File: src/rtl/regfile_wb_arbiter.sv
// Write-port scheduler and load hazard scoreboard for a single-write-port register file.
// Load returns always win the write port. An ALU result that loses to a load is parked
// in a one-entry hold register and written on the next load-free cycle. A bit per
// register tracks in-flight load destinations so decode can stall on RAW/WAW hazards.
module regfile_wb_arbiter #(
   parameter int ADDRESS_WIDTH = 5,
   parameter int DATA_WIDTH    = 32,
   parameter int MAX_LOADS     = 4
) (
   input  logic                     clk,
   input  logic                     rst_n,
   // ALU writeback source (stallable)
   input  logic                     alu_valid_i,
   output logic                     alu_ready_o,
   input  logic [ADDRESS_WIDTH-1:0] alu_rd_i,
   input  logic [DATA_WIDTH-1:0]    alu_wd_i,
   // Load issue tracking
   input  logic                     ld_issue_i,
   input  logic [ADDRESS_WIDTH-1:0] ld_issue_rd_i,
   output logic                     ld_issue_ready_o,
   // Load return (cannot be back-pressured)
   input  logic                     ld_valid_i,
   input  logic [ADDRESS_WIDTH-1:0] ld_rd_i,
   input  logic [DATA_WIDTH-1:0]    ld_wd_i,
   // Decode-stage hazard check
   input  logic [ADDRESS_WIDTH-1:0] rs1_i,
   input  logic [ADDRESS_WIDTH-1:0] rs2_i,
   input  logic [ADDRESS_WIDTH-1:0] rd_i,
   output logic                     stall_o,
   // Register-file write port
   output logic                     WE3,
   output logic [ADDRESS_WIDTH-1:0] AD3,
   output logic [DATA_WIDTH-1:0]    WD3,
   // Sticky protocol error
   output logic                     err_o
);

   localparam int NUM_REGS = 1 << ADDRESS_WIDTH;
   localparam int CNT_W    = $clog2(MAX_LOADS + 1);
   localparam logic [CNT_W-1:0] CNT_MAX = CNT_W'(MAX_LOADS);
   localparam logic [ADDRESS_WIDTH-1:0] REG_ZERO = '0;

   typedef enum logic {
      ST_EMPTY = 1'b0,
      ST_FULL  = 1'b1
   } hold_state_t;

   // Hold FSM and its registered ready output
   hold_state_t               r_state;
   logic                      r_alu_ready;
   logic [ADDRESS_WIDTH-1:0]  r_hold_rd;
   logic [DATA_WIDTH-1:0]     r_hold_wd;

   // Load tracking
   logic [CNT_W-1:0]          r_ld_count;
   logic [NUM_REGS-1:0]       r_pending;
   logic                      r_err;

   // Write port registers
   logic                      r_we;
   logic [ADDRESS_WIDTH-1:0]  r_ad;
   logic [DATA_WIDTH-1:0]     r_wd;

   // Combinational helpers
   logic                      w_alu_accept;
   logic                      w_issue_ok;
   logic                      w_sel_valid;
   logic [ADDRESS_WIDTH-1:0]  w_sel_rd;
   logic [DATA_WIDTH-1:0]     w_sel_wd;
   logic [NUM_REGS-1:0]       w_pending_next;
   logic                      w_rs1_hz;
   logic                      w_rs2_hz;
   logic                      w_waw_hz;

   // ALU handshake completes only while the hold register is empty
   assign w_alu_accept = alu_valid_i & r_alu_ready;

   // An issue at full capacity is dropped unless a return frees a slot the same cycle
   assign w_issue_ok = ld_issue_i & ((r_ld_count < CNT_MAX) | ld_valid_i);

   // Write-source selection: load return, then held ALU result, then fresh ALU result
   always_comb begin
      // NOTE: every output of this block gets a default first so no path leaves it
      // unassigned; a missing default would infer a latch.
      w_sel_valid = 1'b0;
      w_sel_rd    = '0;
      w_sel_wd    = '0;
      if (ld_valid_i) begin
         w_sel_valid = 1'b1;
         w_sel_rd    = ld_rd_i;
         w_sel_wd    = ld_wd_i;
      end else if (r_state == ST_FULL) begin
         w_sel_valid = 1'b1;
         w_sel_rd    = r_hold_rd;
         w_sel_wd    = r_hold_wd;
      end else if (w_alu_accept) begin
         w_sel_valid = 1'b1;
         w_sel_rd    = alu_rd_i;
         w_sel_wd    = alu_wd_i;
      end
   end

   // Next scoreboard value: clear the returning index, then set the issued one so set wins
   always_comb begin
      w_pending_next = r_pending;
      if (ld_valid_i)
         w_pending_next[ld_rd_i] = 1'b0;
      if (w_issue_ok && (ld_issue_rd_i != REG_ZERO))
         w_pending_next[ld_issue_rd_i] = 1'b1;
   end

   // Hazard detection against in-flight loads and the parked ALU result
   assign w_rs1_hz = (rs1_i != REG_ZERO) &
                     (r_pending[rs1_i] | ((r_state == ST_FULL) & (r_hold_rd == rs1_i)));
   assign w_rs2_hz = (rs2_i != REG_ZERO) &
                     (r_pending[rs2_i] | ((r_state == ST_FULL) & (r_hold_rd == rs2_i)));
   assign w_waw_hz = (rd_i != REG_ZERO) & r_pending[rd_i];
   assign stall_o  = w_rs1_hz | w_rs2_hz | w_waw_hz;

   // Hold FSM: park an accepted ALU result that collides with a load return
   always_ff @(posedge clk or negedge rst_n) begin
      if (!rst_n) begin
         r_state     <= ST_EMPTY;
         r_alu_ready <= 1'b1;
      end else begin
         // NOTE: sequential state uses non-blocking assignments so every register
         // samples pre-edge values regardless of block evaluation order.
         case (r_state)
            ST_EMPTY: begin
               if (w_alu_accept && ld_valid_i) begin
                  r_state     <= ST_FULL;
                  r_alu_ready <= 1'b0;
               end
            end
            ST_FULL: begin
               if (!ld_valid_i) begin
                  r_state     <= ST_EMPTY;
                  r_alu_ready <= 1'b1;
               end
            end
            default: begin
               r_state     <= ST_EMPTY;
               r_alu_ready <= 1'b1;
            end
         endcase
      end
   end

   // Hold payload capture on entry to FULL
   always_ff @(posedge clk) begin
      // NOTE: pure datapath storage is left unreset; it is only observed while the
      // FSM says FULL, and the FSM itself is reset.
      if ((r_state == ST_EMPTY) && w_alu_accept && ld_valid_i) begin
         r_hold_rd <= alu_rd_i;
         r_hold_wd <= alu_wd_i;
      end
   end

   // Outstanding-load counter and sticky underflow error
   always_ff @(posedge clk or negedge rst_n) begin
      if (!rst_n) begin
         r_ld_count <= '0;
         r_err      <= 1'b0;
      end else begin
         if (w_issue_ok && !ld_valid_i) begin
            r_ld_count <= r_ld_count + 1'b1;
         end else if (!w_issue_ok && ld_valid_i && (r_ld_count != '0)) begin
            r_ld_count <= r_ld_count - 1'b1;
         end
         if (ld_valid_i && (r_ld_count == '0))
            r_err <= 1'b1;
      end
   end

   // Pending-destination scoreboard
   always_ff @(posedge clk or negedge rst_n) begin
      if (!rst_n)
         r_pending <= '0;
      else
         r_pending <= w_pending_next;
   end

   // Registered register-file write port; writes to x0 are suppressed
   always_ff @(posedge clk or negedge rst_n) begin
      if (!rst_n) begin
         r_we <= 1'b0;
         r_ad <= '0;
         r_wd <= '0;
      end else begin
         r_we <= w_sel_valid & (w_sel_rd != REG_ZERO);
         if (w_sel_valid) begin
            r_ad <= w_sel_rd;
            r_wd <= w_sel_wd;
         end
      end
   end

   assign alu_ready_o      = r_alu_ready;
   assign ld_issue_ready_o = (r_ld_count < CNT_MAX);
   assign WE3              = r_we;
   assign AD3              = r_ad;
   assign WD3              = r_wd;
   assign err_o            = r_err;

endmodule
File: config.mk
export PLATFORM = sky130hd
export DESIGN_NAME = regfile_wb_arbiter
export DESIGN_NICKNAME = d
export VERILOG_FILES = /design/src/rtl/regfile_wb_arbiter.sv
export SDC_FILE = /design/constraint.sdc
export NUM_CORES = 1
export LEC_CHECK = 0
export CAP_MARGIN = 0
export CORE_ASPECT_RATIO = 1.2
export CORE_MARGIN = 2
export CORE_UTILIZATION = 50
export DETAILED_ROUTE_END_ITERATION = 12
export DONT_BUFFER_PORTS = 1
export GPL_TIMING_DRIVEN = 0
export HOLD_SLACK_MARGIN = 0.08
export MAX_ROUTING_LAYER = met4
export SYNTH_ARGS = -nofsm -noshare
export SYNTH_HDL_FRONTEND = slang
export SYNTH_SLANG_ARGS = --single-unit
export TNS_END_PERCENT = 30
File: constraint.sdc
create_clock -name clk -period 4.2 [get_ports clk]
set_input_delay 0.84 -clock clk [delete_from_list [all_inputs] [get_ports clk]]
set_output_delay 0.84 -clock clk [all_outputs]
set_load 0.02 [all_outputs]
==> key figures, run 1 <==
Synth
  • Post-synth top cells: dfrtp_1 (75), o21ai_0 (72), o22ai_1 (64)
  • Synth Area in Compound Gates: 21.4%
  • Synth Area in Simple Gates: a little under 8%
  • Unique masters post-synth: 54
  • Synth top area cells: dfrtp_1 (34%), edfxtp_1 (20%), o22ai_1 (7.2%)
  • Cell with the most instances after synthesis: dfrtp_1
  • Yosys top cell area share: about 34%
  • Sequential area share after synthesis: 54.5%
  • Syn_area_per_cell: 11.6 sq um
  • Adder-cell share of the synthesized area: 0.362%
  • Proportion of synthesized area in mux cells: 11.0%
  • Post-Synthesis Cells: 477
  • Post-synth EDFFs: 37
  • Net Count, Synth: approximately 580
  • Ys flop type: dfrtp_1
  • Post-synth top area cell: dfrtp_1
  • Main combinational cell family by area after synthesis: compound AO/OA/AOI/OAI gates
  • #FFs+latches synth: 113
  • Cell Area, Synth: between 0.005 and 0.006 sq mm
  • Xor and xnor area share after synthesis: between 1.5 and 2%
  • Synth async-reset ratio: 67.3%
  • Yosys synthesis warning count: 0

Worst setup path
  • Worst-path fanout max: 6
  • Critical path class: primary input to primary output
  • Data required, critical path: ~3400 ps
  • Critical path data arrival time: 2700 ps
  • Worst setup SP type: primary input
  • CP endpoint kind: primary output

Timing
  • Final Hold Viols: 0
  • Setup Skew: 5.97 ps
  • Final setup violation count: 0
  • Fin crit period: 3540 ps
  • Rel. slew slack: 59.2%
  • Unrepaired setup endpoints after global routing: false
  • Fin crit share: a little over four fifths
  • Max Slew Vio Count: 0
  • Fin Hold WS: approximately 130 ps
  • Slew @ Worst Pin: 607 ps
  • Fmax: 283 MHz

Placement
  • RePlAce Congestion: 0.871
  • HPWL after detailed placement: between 10000 and 15000 um
  • Port bufs: 0

Clock tree
  • Clock latency on the worst-skew pair: between 400 and 500 ps
  • Hold_buf cts: 0
  • H-Tree Depth: 4
  • Num Clock Sinks: 113
  • CTS tree: built
  • CTS resizes: 0
  • # Post-CTS Setup Buffers: 0
  • Clock transition at the registers of the reported paths: 60 ps
  • CTS max path bufs: 2
  • Root buffer cell: clkbuf_16
  • CTS Buf Count: 17

Global route
  • Largest net degree at the start of global routing: 77
  • Initial antenna violation count: 0
  • Vias in the first global route: between 4000 and 5000
  • GRT Total Usage: 26.3%
  • Total congestion overflow: 0
  • Global-route wire length before repair: 23300 um

Finish
  • Share of layout cells above drive strength 1: 12.9%
  • Area Overhead vs Synth: 14.3%
  • Diode count: 0
  • Nets: between 500 and 600

Power and ir drop
  • Total Power: approximately 3.3 mW
  • Max VDD drop: 375 uV
  • P_leak: 2.35 nW
  • Power density over the cells: 522 mW/mm^2

Min path
  • Hold Crit Class: primary input to asynchronous set/reset pin

Route
  • DR WL/cell: 22.5 um
  • DRC Markers: 0
  • Vias: roughly 4200
  • Post-Route WL: around 14000 um
  • Router iterations before antenna repair: 5
  • ANT nets after route: 0
  • Vias/cell: 6.58
  • First DRT Iteration DRCs: 251

Floorplan
  • Core area: 0.0109 sq mm
  • Starting Density: 50.6%
  • Die Y: 119 um
  • Die area: about 0.012 sq mm
  • Num ports: about 140
  • Rows: 42
  • Die Wd: 100 um

Status
  • Status: finished, final reports clean

Job
  • Number of max-cap violations: 0
## kinds of logic (layout without fill, tap and decap cells)
group                      Yosys count  in the layout
and+or+nand+nor                     78             78
AOI/OAI and AO/OA                  203            203
xor gates and xnor gates            10             10
muxes                               30             30
buffers and inverters               42             75
adders and majority gates            1              1
DFF                                113            113
## cell usage in the layout, fill, tap and decap left out, types with 5 or more instances in the layout
master / synthesis / final
nand2_1: 15 / 15
nand3_1: 8 / 8
clkbuf_16: 0 / 17
clkinv_4: 0 / 5
a21oi_1: 40 / 40
xnor2_1: 8 / 8
o22ai_1: 64 / 64
nor2_1: 14 / 13
mux4_1: 8 / 8
clkbuf_1: 25 / 25
buf_1: 5 / 5
edfxtp_1: 37 / 37
o21ai_0: 72 / 72
dfrtp_1: 75 / 75
mux4_2: 14 / 14
nand3b_1: 10 / 10
## metal layers
| layer | vias up | share of wire [%] | global-route usage [%] |
|---|---|---|---|
| met5 | - | 0 | - |
| li1 | 1922 | - | - |
| met1 | 2131 | 39 | 31.9 |
| met2 | 155 | 52 | 42.9 |
| met3 | 17 | 7.3 | 7.75 |
| met4 | 0 | 1.3 | 7.96 |
## state kept, by name (all words and copies together) (netlist names)
name         cells
r_ld_count       3
err_o            1
r_hold_wd       32
r_state          1
WE3              1
r_pending       32
r_hold_rd        5
AD3              5
WD3             32
alu_ready_o      1
## layout make-up
class / count / area (sq um)
Timing Repair Buffer: 1 / 20.0
Clock buffer: 18 / 439
Tap cell: 132 / 165
Sequential cell: 113 / 3010
Multi-Input combinational cell: 322 / 2340
Inverter: 5 / 18.8
Buffer: 37 / 164
Clock inverter: 14 / 156
Fill cell: 958 / 4610
## final timing paths
| check | startpoint | end | slack, ps | cells after the start |
|---|---|---|---|---|
| min | rst_n | WE3$_DFF_PN0_ | 130 | 0 |
| max reg2reg | r_state$_DFF_PN0_ | r_hold_wd[31]$_DFFE_PP_ | 1840 | 6 |
| min reg2reg | r_pending[0]$_DFF_PN0_ | r_pending[0]$_DFF_PN0_ | 510 | 1 |
| max | rd_i[3] | stall_o | 660 | 7 |
| min in group clk | r_pending[0]$_DFF_PN0_ | r_pending[0]$_DFF_PN0_ | 510 | 1 |
| max in group asynchronous | rst_n | alu_ready_o$_DFFE_PN1P_ | 3870 | 0 |
## metrics by stage
step,instance area [sq um],setup slack (ps),utilization [%],TNS (ps),cells
4_1_cts,6320,678,57.8,0,642
2_1_floorplan,5530,627,-,0,477
5_1_grt,6320,500,57.8,0,642
3_3_place_gp,5690,-623,52.1,-22980,609
3_5_place_dp,5720,673,52.3,0,610
6_report,6320,660,57.8,0,642
## power breakdown
part / internal (mW) / leakage (nW) / total [mW] / switching [mW]
registers: 1.27 / 1.24 / 1.45 / 0.178
logic: 0.225 / 0.817 / 0.424 / 0.198
clock network: 0.897 / 0.292 / 1.43 / 0.532
total: 2.39 / 2.35 / 3.30 / 0.909
## worst max-delay path, cell delays in order
cell	delay (ps)
clkbuf_1	310
mux4_2	540
nor2b_1	140
a211oi_1	210
a21oi_1	80
o32ai_1	250
o2111ai_1	330
No activity file was read; power rests on OpenSTA's default activity.
==> inputs of run 2 (changes only) <==
Settings changed: ABC_AREA set to 1.
Clock period 4.2 ns to 3.69 ns, I/O delays scaled along.
==> key figures, run 2 <==
Status
  • Status: finished, final reports clean

Route
  • Vias: 5205 (+23%)
  • First DRT Iteration DRCs: 334 (+33%)
  • ANT nets after route: 0 (unchanged)
  • Router iterations before antenna repair: 5 (unchanged)
  • DR WL/cell: 18.9 um (-16%)
  • Vias/cell: 5.71 (-13%)
  • DRC Markers: 0 (unchanged)
  • Post-Route WL: 17300 um (+19%)

Synth
  • Net Count, Synth: 820 (+42%)
  • Cell with the most instances after synthesis: nand2_1
  • Ys flop type: dfrtp_1
  • Post-synth top cells: nand2_1 (215), nand3_1 (77), dfrtp_1 (75)
  • Syn_area_per_cell: 8.24 sq um (-29%)
  • Synth async-reset ratio: 67.3% (unchanged)
  • Post-Synthesis Cells: 720 (+51%)
  • Yosys top cell area share: 31.6% (-2.3 points)
  • Cell Area, Synth: 0.00594 sq mm (+7.4%)
  • Post-synth EDFFs: 37 (unchanged)
  • #FFs+latches synth: 113 (unchanged)
  • Post-synth top area cell: dfrtp_1
  • Unique masters post-synth: 39 (-28%)
  • Yosys synthesis warning count: 0 (unchanged)
  • Synth top area cells: dfrtp_1 (32%), edfxtp_1 (19%), nand2_1 (14%)
  • Sequential area share after synthesis: 50.8% (-3.7 points)

Clock tree
  • Num Clock Sinks: 113 (unchanged)
  • CTS tree: built
  • CTS Buf Count: 17 (unchanged)
  • Root buffer cell: clkbuf_16
  • Clock transition at the registers of the reported paths: 50 ps (about the same)
  • Clock latency on the worst-skew pair: 420 ps (about the same)
  • CTS resizes: 0 (unchanged)
  • H-Tree Depth: 4 (unchanged)
  • CTS max path bufs: 2 (unchanged)

Global route
  • Global-route wire length before repair: 27200 um (+17%)
  • Total congestion overflow: 0 (unchanged)
  • Largest net degree at the start of global routing: 76 (-1.3%)
  • GRT Total Usage: 29.4% (+3.1 points)
  • Initial antenna violation count: 0 (unchanged)
  • Vias in the first global route: 5213 (+20%)

Worst setup path
  • Critical path class: primary input to primary output
  • FF-to-FF Start: alu_ready_o$_DFFE_PN1P_
  • CP max stage delay: 220 ps (-320 ps)
  • Critical path data arrival time: 1930 ps (-770 ps)
  • Slowest CP cell: nand3_1
  • Critical Path Source: rs1_i[0]
  • Data required, critical path: 2950 ps (-410 ps)
  • Worst setup SP type: primary input
  • Critical Path Most Common Cell: nand3_1
  • Worst-path fanout max: 10 (+4)
  • CP endpoint kind: primary output
  • Crit-path cells: buf_4 -> inv_1 -> buf_4 -> nand2_1 -> nand3_1 -> nand3_1 -> nand3_1 -> nand2_1 -> nand2_1 -> nand3_1 -> nand2_1 -> nand3_1

Finish
  • Util after Layout: 59.2% (+1.4 points)
  • Area Overhead vs Synth: 15.3%
  • Nets: 842 (+41%)
  • Design Area, Final: 0.00685 sq mm (+8.4%)
  • Most common cell after layout, fill and taps aside: nand2_1
  • Diode count: 0 (unchanged)
  • Most frequent cells in the layout: nand2_1 (215), nand3_1 (77), dfrtp_1 (75), inv_1 (67), o21ai_0 (61)
  • Share of layout cells above drive strength 1: 9.93% (-3.0 points)

Min path
  • Hold Crit Class: primary input to asynchronous set/reset pin

Timing
  • Setup_tns: 0 ps (unchanged)
  • Slew @ Worst Pin: 573 ps (-33.2 ps)
  • Fmax: 375 MHz
  • Setup Skew: 6.45 ps (+0.482 ps)
  • Fin Hold WS: 166 ps (+39.0 ps)
  • Final WS setup: 1030 ps (+366 ps)
  • Fin crit share: 72.2%
  • Fin crit period: 2660 ps
  • Unrepaired setup endpoints after global routing: false
  • Max Slew Vio Count: 0 (unchanged)
  • Final Hold Viols: 0 (unchanged)
  • Rel. slew slack: 61.6% (+2.4 points)
  • Final setup violation count: 0 (unchanged)

Job
  • Number of max-cap violations: 0 (unchanged)

Floorplan
  • Die area: 0.0128 sq mm (+7.1%)
  • Num ports: 141 (unchanged)
  • Core area: 0.0116 sq mm (+5.8%)
  • Die Y: 123 um (+3.5%)
  • Die Wd: 103 um (+3.5%)
  • Rows: 43 (+2.4%)
  • Starting Density: 51.3% (+0.74 points)

Power and ir drop
  • Seq pwr share: 43.1% (-0.8 points)
  • P_leak: 2.94 nW (+25%)
  • Net switching power: 1.46 mW (+61%)
  • Max VDD drop: 393 uV (+4.8%)
  • Clock power share: 38.3% (-5.0 points)
  • Switching Share: 32.5% (+5.0 points)
  • Power density over the cells: 657 mW/mm^2 (+26%)
  • Gate power share: 18.6% (+5.8 points)
  • Pint: 3.04 mW (+27%)

Placement
  • Worst slack at placement: 1040 ps (+367 ps)
  • HPWL after detailed placement: 12500 um (+20%)
  • Port bufs: 0 (unchanged)
  • RePlAce Congestion: 0.908 (+4.3%)
  • Area post-placement: 0.00620 sq mm (+8.4%)
run 2: final timing paths:
kind                                           end  slack [ps]  cells past startpoint
max                                        stall_o        1030                     12
min                        alu_ready_o$_DFFE_PN1P_         170                      0
max reg2reg                r_hold_wd[18]$_DFFE_PP_        1950                      4
min reg2reg                    WD3[22]$_DFFE_PN0P_         470                      2
max in group asynchronous      WD3[24]$_DFFE_PN0P_        3160                      1
min in group clk           r_pending[18]$_DFF_PN0_         410                      1
run 2: metal layers:
metal	GRT usage, %	routed length [um]	vias to the layer above
li1	-	-	2498
met1	36.8	6740	2449
met2	44.3	8270	223
met3	8.59	1690	35
met4	13.2	575	0
met5	-	0	-
run 2: area by class of cell:
type | count | area, sq um
Buffer | 28 | 198
Clock buffer | 20 | 457
Clock inverter | 12 | 163
Fill cell | 1078 | 4720
Inverter | 75 | 284
Multi-Input combinational cell | 504 | 2450
Sequential cell | 113 | 3010
Tap cell | 157 | 196
Timing Repair Buffer | 3 | 82.6
run 2: repair_timing:
item | in CTS | in global routing
buffers inserted | 0 | 0
hold buffers | 1 | 0
hold endpoints to repair | 75 | 0
run 2: kinds of logic (layout without fill, tap and decap cells):
kind of cell | count (synthesis) | after routing | synth area share [%]
adders and majority gates | 1 | 1 | 0.337
DFF | 113 | 113 | 50.8
xor gates and xnor gates | 3 | 3 | 0.443
buffers and inverters | 103 | 138 | 8.12
muxes | 1 | 1 | 0.190
AOI/OAI and AO/OA | 141 | 141 | 13.8
and+or+nand+nor | 358 | 358 | 26.3
run 2: critical path, delay by kind of cell:
family	cells	cell delay [ps]
buf+inv	3	380
simple gates	9	800
run 2: stage by stage:
stage,cells,total power [mW]
floorplan,720,2.49
global placement,877,2.73
detailed placement,879,2.78
CTS,912,4.53
global route,912,4.73
finish,912,4.50
run 2: power groups by stage:
stage	logic [mW]	registers, mW	clock network (mW)
finish	0.839	1.94	1.72
global route	0.962	1.97	1.80
CTS	0.845	1.94	1.74
detailed placement	0.821	1.96	0
global placement	0.776	1.96	0
floorplan	0.612	1.88	0
